<file path="src/rtl/affine_interp_pkg.sv">
// Shared definitions for the affine 6-tap row interpolator.
// Contents: tap/phase geometry constants, the 1/16-phase coefficient table
// (each row sums to 64, phase 0 is a pure tap-2 passthrough) and the row FSM
// state type.
package affine_interp_pkg;

  localparam int unsigned NUM_TAPS  = 6;
  localparam int unsigned NUM_PAIRS = 3;
  localparam int unsigned FRAC_W    = 4;
  localparam int unsigned PRE_TAPS  = 5;
  localparam int unsigned COEF_W    = 8;

  typedef enum logic [1:0] {IDLE, FILL, RUN, DRAIN} state_e;

  // Rows 9..15 mirror rows 7..1.
  localparam logic signed [COEF_W-1:0] COEF_AFFINE [16][NUM_TAPS] = '{
    '{ 8'sd0,   8'sd0, 8'sd64,  8'sd0,   8'sd0, 8'sd0},
    '{ 8'sd1,  -8'sd3, 8'sd63,  8'sd4,  -8'sd2, 8'sd1},
    '{ 8'sd1,  -8'sd5, 8'sd62,  8'sd8,  -8'sd3, 8'sd1},
    '{ 8'sd2,  -8'sd8, 8'sd60, 8'sd13,  -8'sd4, 8'sd1},
    '{ 8'sd3, -8'sd10, 8'sd58, 8'sd17,  -8'sd5, 8'sd1},
    '{ 8'sd3, -8'sd11, 8'sd52, 8'sd26,  -8'sd8, 8'sd2},
    '{ 8'sd2,  -8'sd9, 8'sd47, 8'sd31, -8'sd10, 8'sd3},
    '{ 8'sd3, -8'sd11, 8'sd45, 8'sd34, -8'sd10, 8'sd3},
    '{ 8'sd3, -8'sd11, 8'sd40, 8'sd40, -8'sd11, 8'sd3},
    '{ 8'sd3, -8'sd10, 8'sd34, 8'sd45, -8'sd11, 8'sd3},
    '{ 8'sd3, -8'sd10, 8'sd31, 8'sd47,  -8'sd9, 8'sd2},
    '{ 8'sd2,  -8'sd8, 8'sd26, 8'sd52, -8'sd11, 8'sd3},
    '{ 8'sd1,  -8'sd5, 8'sd17, 8'sd58, -8'sd10, 8'sd3},
    '{ 8'sd1,  -8'sd4, 8'sd13, 8'sd60,  -8'sd8, 8'sd2},
    '{ 8'sd1,  -8'sd3,  8'sd8, 8'sd62,  -8'sd5, 8'sd1},
    '{ 8'sd1,  -8'sd2,  8'sd4, 8'sd63,  -8'sd3, 8'sd1}
  };

endpackage

</file>
<file path="src/rtl/affine_tap_sum.sv">
// Combinational six-tap product stage with pair-sum split.
// Ports:
//   frac     - phase selecting the coefficient row
//   taps     - six signed window samples, tap 0 oldest
//   pair_sum - (p0+p1), (p2+p3), (p4+p5), exact
module affine_tap_sum
  import affine_interp_pkg::*;
#(
  parameter int unsigned IN_SIZE = 8,
  parameter int unsigned PAIR_W  = IN_SIZE + 9
) (
  input  logic [FRAC_W-1:0]         frac,
  input  logic signed [IN_SIZE-1:0] taps     [NUM_TAPS],
  output logic signed [PAIR_W-1:0]  pair_sum [NUM_PAIRS]
);

  localparam int unsigned PROD_W = IN_SIZE + COEF_W;

  logic signed [PROD_W-1:0] prod [NUM_TAPS];

  always_comb begin
    for (int k = 0; k < NUM_TAPS; k++) begin
      prod[k] = PROD_W'(taps[k]) * PROD_W'(COEF_AFFINE[frac][k]);
    end
    for (int j = 0; j < NUM_PAIRS; j++) begin
      pair_sum[j] = PAIR_W'(prod[2*j]) + PAIR_W'(prod[2*j+1]);
    end
  end

endmodule

</file>
<file path="src/rtl/affine_row_interp.sv">
// Streaming affine 6-tap horizontal interpolator for one row of samples.
// Ports:
//   clk, rst_n            - clock, synchronous active-low reset
//   start, frac           - begin a row (IDLE only), phase latched on start
//   in_valid/ready/data   - reference sample stream, ROW_LEN+5 per row
//   out_valid/ready/data  - interpolated samples, ROW_LEN per row
//   out_last              - final sample of the row
//   busy                  - row in progress
// Build option AFFINE_ROUND_EN: round (sum+32)>>>6 and saturate to the input
// range; otherwise out_data carries the raw 64x-scaled sum.
module affine_row_interp
  import affine_interp_pkg::*;
#(
  parameter int unsigned IN_SIZE  = 8,
  parameter int unsigned OUT_SIZE = 16,
  parameter int unsigned ROW_LEN  = 16,
  parameter int unsigned CNT_W    = 6
) (
  input  logic                       clk,
  input  logic                       rst_n,
  input  logic                       start,
  input  logic [FRAC_W-1:0]          frac,
  input  logic                       in_valid,
  output logic                       in_ready,
  input  logic signed [IN_SIZE-1:0]  in_data,
  output logic                       out_valid,
  input  logic                       out_ready,
  output logic signed [OUT_SIZE-1:0] out_data,
  output logic                       out_last,
  output logic                       busy
);

  localparam int unsigned PAIR_W = IN_SIZE + 9;

  state_e                     state_q, state_d;
  logic [FRAC_W-1:0]          frac_q;
  logic [CNT_W-1:0]           cnt_q;
  logic signed [IN_SIZE-1:0]  win_q [NUM_TAPS];
  logic signed [IN_SIZE-1:0]  taps  [NUM_TAPS];
  logic signed [PAIR_W-1:0]   pair_d [NUM_PAIRS];
  logic signed [PAIR_W-1:0]   pair_q [NUM_PAIRS];
  logic                       s1_valid_q, s1_last_q;
  logic                       out_valid_q, out_last_q;
  logic signed [OUT_SIZE-1:0] out_data_q, sum_full, out_next;
  logic                       stalled, in_fire, launch, last_launch, out_fire;

  assign stalled     = out_valid_q & ~out_ready;
  assign in_ready    = ((state_q == FILL) || (state_q == RUN)) && !stalled;
  assign in_fire     = in_valid & in_ready;
  assign launch      = in_fire && (state_q == RUN);
  assign last_launch = launch && (cnt_q == CNT_W'(ROW_LEN + PRE_TAPS - 1));
  assign out_fire    = out_valid_q & out_ready;

  // Window as it will be after accepting in_data; the computation launches
  // from this view so the new sample sits at tap 5 without an extra cycle.
  always_comb begin
    for (int k = 0; k < NUM_TAPS - 1; k++) begin
      taps[k] = win_q[k+1];
    end
    taps[NUM_TAPS-1] = in_data;
  end

  affine_tap_sum #(
    .IN_SIZE(IN_SIZE),
    .PAIR_W (PAIR_W)
  ) u_tap_sum (
    .frac    (frac_q),
    .taps    (taps),
    .pair_sum(pair_d)
  );

  always_comb begin
    sum_full = OUT_SIZE'(pair_q[0]) + OUT_SIZE'(pair_q[1]) + OUT_SIZE'(pair_q[2]);
  end

`ifdef AFFINE_ROUND_EN
  localparam logic signed [OUT_SIZE-1:0] SAT_MAX = OUT_SIZE'((2 ** (IN_SIZE - 1)) - 1);
  localparam logic signed [OUT_SIZE-1:0] SAT_MIN = -SAT_MAX - OUT_SIZE'(1);

  logic signed [OUT_SIZE-1:0] rnd;

  always_comb begin
    rnd = (sum_full + OUT_SIZE'(32)) >>> 6;
    if (rnd > SAT_MAX) begin
      out_next = SAT_MAX;
    end else if (rnd < SAT_MIN) begin
      out_next = SAT_MIN;
    end else begin
      out_next = rnd;
    end
  end
`else
  always_comb begin
    out_next = sum_full;
  end
`endif

  always_comb begin
    state_d = state_q;
    case (state_q)
      IDLE:    if (start) state_d = FILL;
      FILL:    if (in_fire && (cnt_q == CNT_W'(PRE_TAPS - 1))) state_d = RUN;
      RUN:     if (last_launch) state_d = DRAIN;
      DRAIN:   if (out_fire && out_last_q) state_d = IDLE;
      default: state_d = IDLE;
    endcase
  end

  always_ff @(posedge clk) begin
    if (!rst_n) begin
      state_q     <= IDLE;
      frac_q      <= '0;
      cnt_q       <= '0;
      s1_valid_q  <= 1'b0;
      s1_last_q   <= 1'b0;
      out_valid_q <= 1'b0;
      out_last_q  <= 1'b0;
      out_data_q  <= '0;
      for (int k = 0; k < NUM_TAPS; k++) win_q[k] <= '0;
      for (int j = 0; j < NUM_PAIRS; j++) pair_q[j] <= '0;
    end else begin
      state_q <= state_d;
      if ((state_q == IDLE) && start) begin
        frac_q <= frac;
        cnt_q  <= '0;
      end else if (in_fire) begin
        cnt_q <= cnt_q + 1'b1;
      end
      if (in_fire) begin
        for (int k = 0; k < NUM_TAPS; k++) win_q[k] <= taps[k];
      end
      // Whole pipeline freezes while the output register is held.
      if (!stalled) begin
        s1_valid_q <= launch;
        s1_last_q  <= last_launch;
        if (launch) begin
          for (int j = 0; j < NUM_PAIRS; j++) pair_q[j] <= pair_d[j];
        end
        out_valid_q <= s1_valid_q;
        out_last_q  <= s1_valid_q & s1_last_q;
        if (s1_valid_q) out_data_q <= out_next;
      end
    end
  end

  assign out_valid = out_valid_q;
  assign out_last  = out_last_q;
  assign out_data  = out_data_q;
  assign busy      = (state_q != IDLE);

endmodule

</file>
<file path="config.mk">
export PLATFORM = sky130hd
export DESIGN_NAME = affine_row_interp
export DESIGN_NICKNAME = d
export VERILOG_FILES = /design/src/rtl/affine_interp_pkg.sv /design/src/rtl/affine_tap_sum.sv /design/src/rtl/affine_row_interp.sv
export SDC_FILE = /design/constraint.sdc
export NUM_CORES = 1
export LEC_CHECK = 0
export CORE_MARGIN = 2
export CORE_UTILIZATION = 55
export CTS_BUF_LIST = sky130_fd_sc_hd__clkbuf_4 sky130_fd_sc_hd__clkbuf_8
export DETAILED_ROUTE_END_ITERATION = 16
export DONT_BUFFER_PORTS = 1
export PLACE_DENSITY = 0.7
export SETUP_SLACK_MARGIN = 0.02
export SLEW_MARGIN = 25
export SYNTH_ARGS = -nofsm -noshare
export SYNTH_HDL_FRONTEND = slang
export SYNTH_SLANG_ARGS = --single-unit
</file>
<file path="constraint.sdc">
create_clock -name clk -period 7 [get_ports clk]
set_input_delay 0 -clock clk [delete_from_list [all_inputs] [get_ports clk]]
set_output_delay 0 -clock clk [all_outputs]
set_load 0.05 [all_outputs]
</file>
After elaboration in Yosys (flattened, before gate mapping) --
Memory sizes are Yosys's and may differ from the RTL's. Cells that the tools add are included.
Storage, ports and cells: register bits after elaboration 32, RAM bits 99, bits in read-only memories 768, input bits 17, output and inout port bits 20, memories 3
Operators by class: add/sub/neg operators 6, $mul 6, order comparisons 1, equal/unequal tests 9, multiplexer cells 24, bitwise operators 17, reduce and logical (&&, ||, !) cells 13
Memories:
- (no name shown) | words 16, bits a word 48, read ports 1, clocked after memory_dff 0, write ports 0, RTL line affine_tap_sum.sv:23 | prod[k] = PROD_W'(taps[k]) * PROD_W'(COEF_AFFINE[frac][k]);
- pair_q | words 3, bits a word 17, read ports 3, clocked after memory_dff 0, write ports 3, RTL line affine_row_interp.sv:41 | logic signed [PAIR_W-1:0] pair_q [NUM_PAIRS];
- win_q | words 6, bits a word 8, read ports 5, clocked after memory_dff 0, write ports 6, RTL line affine_row_interp.sv:38 | logic signed [IN_SIZE-1:0] win_q [NUM_TAPS];
Operators with widths (count):
- 8-bit by 8-bit multiplier with 16-bit output | 6
- 48-bit two-way mux | 2
- 16-bit by 16-bit adder with 17-bit output | 3
- 17-bit two-way mux | 3
- 8-bit two-way mux | 6
- 16-bit adder | 2
- 1-bit OR | 9
- 1-bit two-way mux | 8
- 2-bit two-way mux | 4
- 2-bit case mux with 4 select lines | 1
- 6-bit by 1-bit adder with 6-bit output, second input constant | 1
- 6-bit by 3-bit equality test with 1-bit output, second input constant | 1
- 6-bit by 5-bit equality test with 1-bit output, second input constant | 1
- 1-bit logical AND | 6
- 2-bit inequality test, second input constant | 3
- 5-bit >= comparator, second input constant | 1
- 4-bit inverter with 5-bit output | 1
- 1-bit AND | 4
- 2-bit equality test, second input constant | 2
- 4-bit AND reduction | 1
- 1-bit inverter | 3
- 2-bit by 1-bit equality test with 1-bit output, second input constant | 1
- 2-bit zero test | 1
- 2-bit by 1-bit inequality test with 1-bit output, second input constant | 1
- other kinds (5) | 5

Logic depth before layout (Yosys ltp) --
Gate-level depths: netlist of run 1.
depth after elaboration 11, gate-level depth with buffers 26, depth with buffers taken out 26

Modules after synthesis --
From an unflattened synthesis of run 1, not the netlist that was laid out.
Unflattened totals: cell total of the unflattened synthesis 1863, area, all modules 18191.2 µm²
Modules (own cells, without submodules):
- affine_tap_sum | instances 1, cells an instance 1401, area an instance 12544.5 µm², seq. area each 0.0 µm²
- affine_row_interp | instances 1, cells an instance 462, area an instance 5646.7 µm², seq. area each 3283.1 µm²

Worst setup path before layout of run 1 --
No wires, ideal clock.
path type reg-to-reg, start point register frac_q[1], end point memory pair_q[0][32] (netlist bit) (data pin), setup time 0.257 ns, arrival time 5.928 ns, data required time 6.743 ns, setup slack 0.816 ns, stages on the path, launching flop included 23, buffers on the path 0, path through dfxtp_1 inv_1 ha_1 nand2b_1 nor3b_1 a21oi_1 and2_1 fa_1 inv_1 fa_1 inv_1 fa_1 fa_1 fa_1 inv_1 fa_1 inv_1 ha_1 a21o_1 or3_1 a311oi_2 xnor2_1 nor2_1
RTL lines:
- start: declaration | RTL line affine_row_interp.sv:36 | logic [FRAC_W-1:0] frac_q;
- start signal: assignment | RTL line affine_row_interp.sv:124 | frac_q <= frac;
- end: declaration | RTL line affine_row_interp.sv:41

==> qor.yml, run 1 <==
htree_num_levels: 4
synth-warning-count: 0
placed_area_sq_um: 18000
syn-num-nets: 2290
grt_antenna_before_repair: 0
ant_nets: 0
numPortBuffers: 0
timing.rr.end: "pair_q[0][13]$_SDFFCE_PN0P_"
final_max_slew_viol_count: 0
totalWireLength_mm: 36.3
insertion_delay_ns: 0.45
ys.flop_type: "edfxtp_1"
rrSetupSlack_ns: 0.40
drc_errors: 0
arrival_ns: 6.79
r2r-start: "frac_q[0]$_SDFFE_PN0P_"
first_pass_iters: 5
cp-end-kind: "flip-flop"
crit_path_top_delay_cell: "fa_1"
whs_endpoint: "cnt_q[0]$_SDFFE_PP0P_"
synth_area_sq_um: 17500
seqCellArea_sq_um: 3280
fp.coreArea_sq_um: 31400
grt_pass1_wl_mm: 59.9
async_reset_ff_share_pct: 0
start_kind: "flip-flop"
diodes: 0
path_clk_slew_ns: 0.08
viasPerCell: 5.27
num_rows: 65
clock_skew_ns: 0.0172
rsz0062_at_grt: "no"
max_freq_ghz: 0.151
critPathRequiredTime_ns: 7.18
clockBufferDepth: 2
grtUsageTotal_pct: 23.0
ios: 37
ys_types: 64
setup_viol: 0
worstPathCellList: "inv_1 > ha_2 > nor3b_4 > inv_2 > nand2_1 > inv_1 > fa_1 > inv_1 > fa_1 > inv_1 > fa_1 > fa_1 > fa_1 > inv_1 > fa_1 > inv_1 > ha_1 > nor4_1 > o2111ai_1 > a21oi_1 > o21ai_0 > xnor2_1 > nor2_1"
dp_hpwl_mm: 30.7
ys_ff_latch: 120
wire_per_inst_microns: 16.3
syn_to_final_growth_pct: 6.47
hp-class: "input pin to flip-flop"
layout_setup_ws_ns: 0.396
synth-seq-area-share_pct: 18.8
post-route-period-util_pct: 94.3
fin_setup_tns_ns: 0
num_vias: 11700
drtIter0Drc: 732
die_w_microns: 182
final_cells: 2228
cts_tree: "done"
postSynthCellCount: 1792
clkSinkCount: 120
cpPeakStageDelay_ns: 0.53
dieArea_sq_um: 33200
multi_input_comb_area_sq_um: 12600
run_status: "complete, no violations"
root_buffer: "clkbuf_8"
die_height_microns: 182
finalHoldViolCount: 0
fillers: 2692
final_cell_mix: "inv_1 (385), fa_1 (270), ha_1 (210)"
finalCriticalPeriod_ns: 6.60
mostFrequentLayoutCell: "inv_1"
gp_congestion: 0.922
cts_buffers: 17
fin_area_sq_um: 18600
grt_pass1_vias: 12100
whs_path_depth: 3
cp_max_fo: 19
nets: 2311
crit_type: "flip-flop to flip-flop"
start_util_pct: 55.6
drive_gt1_share_pct: 3.83
slew_headroom_pct: 39.4
grt_overflow: 0
r2r_cells: 23
tightest_slew_ns: 0.899
worstHoldStart: "in_valid"
synth-edff-count: 88
grt_start_max_net_pins: 54
placed_cells: 2181
drv_cap: 0
dpl_worst_slack_ns: 0.307
synth.avg_cell_area_sq_um: 9.74
==> registers in the layout (all words and copies together) (netlist names) <==
register and count:
pair_q 48, s1_last_q 1, out_data 16, win_q 40, s1_valid_q 1, out_valid 1
cnt_q 6, state_q 2, out_last 1, frac_q 4
==> worst max-delay path by stage <==
stage                     slack [ns]                           to  cells past startpoint              startpoint
after global routing            0.07  pair_q[0][46]$_SDFFCE_PN0P_                     24  frac_q[2]$_SDFFE_PN0P_
after floorplan                 0.82  pair_q[0][32]$_SDFFCE_PN0P_                     22  frac_q[1]$_SDFFE_PN0P_
final                           0.40  pair_q[0][13]$_SDFFCE_PN0P_                     23  frac_q[0]$_SDFFE_PN0P_
after CTS                       0.32  pair_q[0][32]$_SDFFCE_PN0P_                     21  frac_q[0]$_SDFFE_PN0P_
after detailed placement        0.31  pair_q[0][32]$_SDFFCE_PN0P_                     22  frac_q[0]$_SDFFE_PN0P_
after global placement          0.48  pair_q[0][32]$_SDFFCE_PN0P_                     22  frac_q[0]$_SDFFE_PN0P_
==> per-layer routing <==
metal	up-vias	routed length (microns)	global-route usage, %	share of wire (%)
li1	5679	-	-	-
met1	5779	17200	32.2	47
met2	262	16400	36.9	45
met3	28	1980	4.69	5.4
met4	0	680	5.87	1.9
met5	-	0	0	0
==> cell usage after synthesis (3+ instances only) <==
master	count	area, sq um
a211o_1	3	26.3
a211oi_1	7	52.6
a21o_1	19	143
a21oi_1	58	290
a31oi_1	10	62.6
and2_1	158	988
and3_1	19	119
buf_1	5	18.8
buf_2	10	50.1
clkbuf_1	16	60.1
dfxtp_1	32	641
edfxtp_1	88	2640
fa_1	270	5410
ha_1	211	2640
inv_1	385	1450
mux2i_1	5	50.1
nand2_1	125	469
nand2b_1	21	131
nand3_1	28	140
nand3b_1	4	30.0
nand4_1	6	37.5
nor2_1	88	330
nor2b_1	25	156
nor3_1	11	55.1
nor3b_1	4	30.0
nor4_1	5	31.3
o211ai_1	8	60.1
o21a_1	9	67.6
o21ai_0	28	140
o21ai_1	6	30.0
o21bai_1	8	60.1
or3_1	6	37.5
xnor2_1	49	429
xor2_1	26	228
==> stage by stage <==
| step | utilization (%) | hold WS [ns] |
|---|---|---|
| CTS | 59.1 | 0.0329 |
| detailed placement | 57.2 | 0.151 |
| finish | 59.2 | 0.0675 |
| global placement | 57.2 | 0.149 |
| floorplan | - | 0.148 |
| global route | 59.2 | 0.0472 |
==> critical path, delay by kind of cell, from the launching register on <==
family | cells | cell delay, ns
simple gates | 4 | 0.98
compound gates | 3 | 0.74
fa+ha+maj | 8 | 3.42
buf+inv | 7 | 0.69
xor+xnor | 1 | 0.14
flops | 1 | 0.36
==> cell families after synthesis <==
| group | after synthesis | synth area share (%) |
|---|---|---|
| buf+inv | 419 | 9.13 |
| flops | 120 | 18.8 |
| fa+ha+maj | 481 | 46.1 |
| simple gates | 514 | 15.3 |
| xor+xnor | 76 | 3.89 |
| compound gates | 177 | 6.44 |
| mux | 5 | 0.287 |
==> layout make-up <==
cell class | count | share of cell area (%)
Multi-Input combinational cell | 1253 | 67.8
Sequential cell | 120 | 17.7
Inverter | 386 | 7.80
Tap cell | 402 | 2.71
Timing Repair Buffer | 35 | 1.62
Clock buffer | 19 | 1.37
Clock inverter | 13 | 1.02
==> timing repair <==
action | 4_1_cts | 5_1_grt
hold buffers | 15 | 0
endpoints found under the hold margin | 31 | 0
resized for setup | 0 | 4
setup endpoints to repair | 0 | 6
buffers inserted | 0 | 0
Power of run 1 is not shown: default switching activity piles up to over one toggle a cycle in this logic, so the estimate is an artifact.
==> run 2: changes to the inputs <==
- CORE_ASPECT_RATIO: default -> 1.5
==> qor.yml, run 2 (synthesis gave the netlist of run 1 again) <==
wire_per_inst_microns: 16.4  # +0.81%
first_pass_iters: 6  # +1
cp-end-kind: "flip-flop"
post-route-period-util_pct: 95.8  # +1.4 points
run_status: "complete, no violations"
drv_cap: 0  # unchanged
grt_antenna_before_repair: 1  # +1
rrSetupSlack_ns: 0.30  # -0.10 ns
num_vias: 11900  # +1.7%
finalCriticalPeriod_ns: 6.70  # +0.0988 ns
mostFrequentLayoutCell: "inv_1"
finalHoldViolCount: 0  # unchanged
htree_num_levels: 4  # unchanged
fp.coreArea_sq_um: 31100  # -0.82%
setup_viol: 0  # unchanged
start_util_pct: 56.0  # +0.46 points
insertion_delay_ns: 0.45  # about the same
syn_to_final_growth_pct: 6.68
cts_buffers: 17  # unchanged
path_clk_slew_ns: 0.08  # about the same
die_height_microns: 222  # +22%
whs_endpoint: "cnt_q[0]$_SDFFE_PP0P_"
num_rows: 79  # +22%
totalWireLength_mm: 36.7  # +1.2%
drtIter0Drc: 442  # -40%
tightest_slew_ns: 0.922  # +0.0229 ns
diodes: 0  # unchanged
grt_pass1_vias: 12800  # +5.8%
nets: 2316  # +0.22%
fin_util_pct: 59.8  # +0.60 points
cp_max_fo: 8  # -11
grtUsageTotal_pct: 23.4  # +0.42 points
largest_reg_flops: 48  # unchanged
whs_path_depth: 3  # unchanged
dieArea_sq_um: 33200  # about the same
startpoint: "frac_q[0]$_SDFFE_PN0P_"
grt_pass1_wl_mm: 61.1  # +2.1%
hp-class: "input pin to flip-flop"
root_buffer: "clkbuf_8"
crit_type: "flip-flop to flip-flop"
worstHoldStart: "in_valid"
cts_tree: "done"
dp_hpwl_mm: 31.2  # +1.6%
grt_overflow: 0  # unchanged
grt_start_max_net_pins: 54  # unchanged
die_w_microns: 149  # -18%
drc_errors: 0  # unchanged
final_cells: 2236  # +0.36%
drive_gt1_share_pct: 4.15  # +0.32 points
gp_congestion: 0.904  # -2.0%
final_cell_mix: "inv_1 (385), fa_1 (270), ha_1 (211)"
placed_cells: 2184  # +0.14%
slew_headroom_pct: 37.9  # -1.5 points
clockBufferDepth: 2  # unchanged
critPathRequiredTime_ns: 7.18  # about the same
clock_skew_ns: 0.0188  # +0.00157 ns
ant_nets: 0  # unchanged
regMostFlops: "pair_q"
ios: 37  # unchanged
rsz0062_at_grt: "no"
clkSinkCount: 120  # unchanged
timing.rr.end: "pair_q[0][32]$_SDFFCE_PN0P_"
fin_setup_tns_ns: 0  # unchanged
numPortBuffers: 0  # unchanged
max_freq_ghz: 0.149  # -1.5%
r2r_cells: 22  # -4.3%
r2r-start: "frac_q[0]$_SDFFE_PN0P_"
final_max_slew_viol_count: 0  # unchanged
viasPerCell: 5.34  # +1.3%
arrival_ns: 6.89  # +0.10 ns
start_kind: "flip-flop"
==> run 2: cell count changes in the layout (fill, tap and decap cells not counted), sizes merged <==
cell,previous run,this run
inv,392,393
dlygate4sd3,15,17
buf,20,23
bufinv,4,3
clkinvlp,1,2
clkinv,2,1
==> run 2: metrics by stage <==
stage                     setup WS [ns]  instance area [sq um]  hold slack (ns)
after global routing             0.0223                  18600           0.0769
after global placement            0.377                  18000            0.149
final                             0.297                  18600           0.0626
after CTS                         0.235                  18600           0.0400
after floorplan                   0.816                  17500            0.148
after detailed placement          0.272                  18000            0.155
==> run 2: worst max-delay path: stages, from the launching register on <==
cell	delay, ns
dfxtp_1	0.36
inv_1	0.18
ha_1	0.38
nor2b_1	0.23
a31oi_1	0.08
buf_4	0.20
and2_1	0.18
fa_1	0.63
inv_1	0.15
fa_1	0.50
inv_1	0.05
fa_1	0.49
fa_1	0.52
fa_1	0.50
inv_1	0.05
fa_1	0.47
inv_1	0.04
ha_1	0.37
a21o_1	0.22
or3_1	0.41
a311oi_2	0.24
xnor2_1	0.14
nor2_1	0.05
==> run 2: layer usage <==
metal | global-route usage, % | part of all wire (%)
met4 | 8.11 | 3.1
met1 | 27.8 | 40
met2 | 43.0 | 54
met5 | 0 | 0
met3 | 2.96 | 3.4
==> run 2: worst max path at each step <==
stage	end	cells after the start	slack (ns)
6_report	pair_q[0][32]$_SDFFCE_PN0P_	22	0.30
5_1_grt	pair_q[0][32]$_SDFFCE_PN0P_	23	0.02
4_1_cts	pair_q[0][46]$_SDFFCE_PN0P_	22	0.24
3_5_place_dp	pair_q[0][46]$_SDFFCE_PN0P_	22	0.27
3_3_place_gp	pair_q[0][46]$_SDFFCE_PN0P_	23	0.38
2_1_floorplan	pair_q[0][32]$_SDFFCE_PN0P_	22	0.82
==> run 2: area by class of cell <==
cell class | instances | area, sq um
multi-input combinational | 1253 | 12600
inverter | 386 | 1450
sequential | 120 | 3280
fill | 2604 | 12500
tap | 405 | 507
clock inverter | 13 | 164
clock buffer | 19 | 255
timing repair buffer | 40 | 343
==> run 2: timing repair <==
| item | 4_1_cts | 5_1_grt |
|---|---|---|
| hold buffers | 17 | 0 |
| gates resized for setup | 0 | 9 |
| endpoints found under the hold margin | 31 | 0 |
| endpoints found under the setup margin | 0 | 10 |
| buffers inserted | 0 | 3 |
Power of run 2 is left out for the same reason.
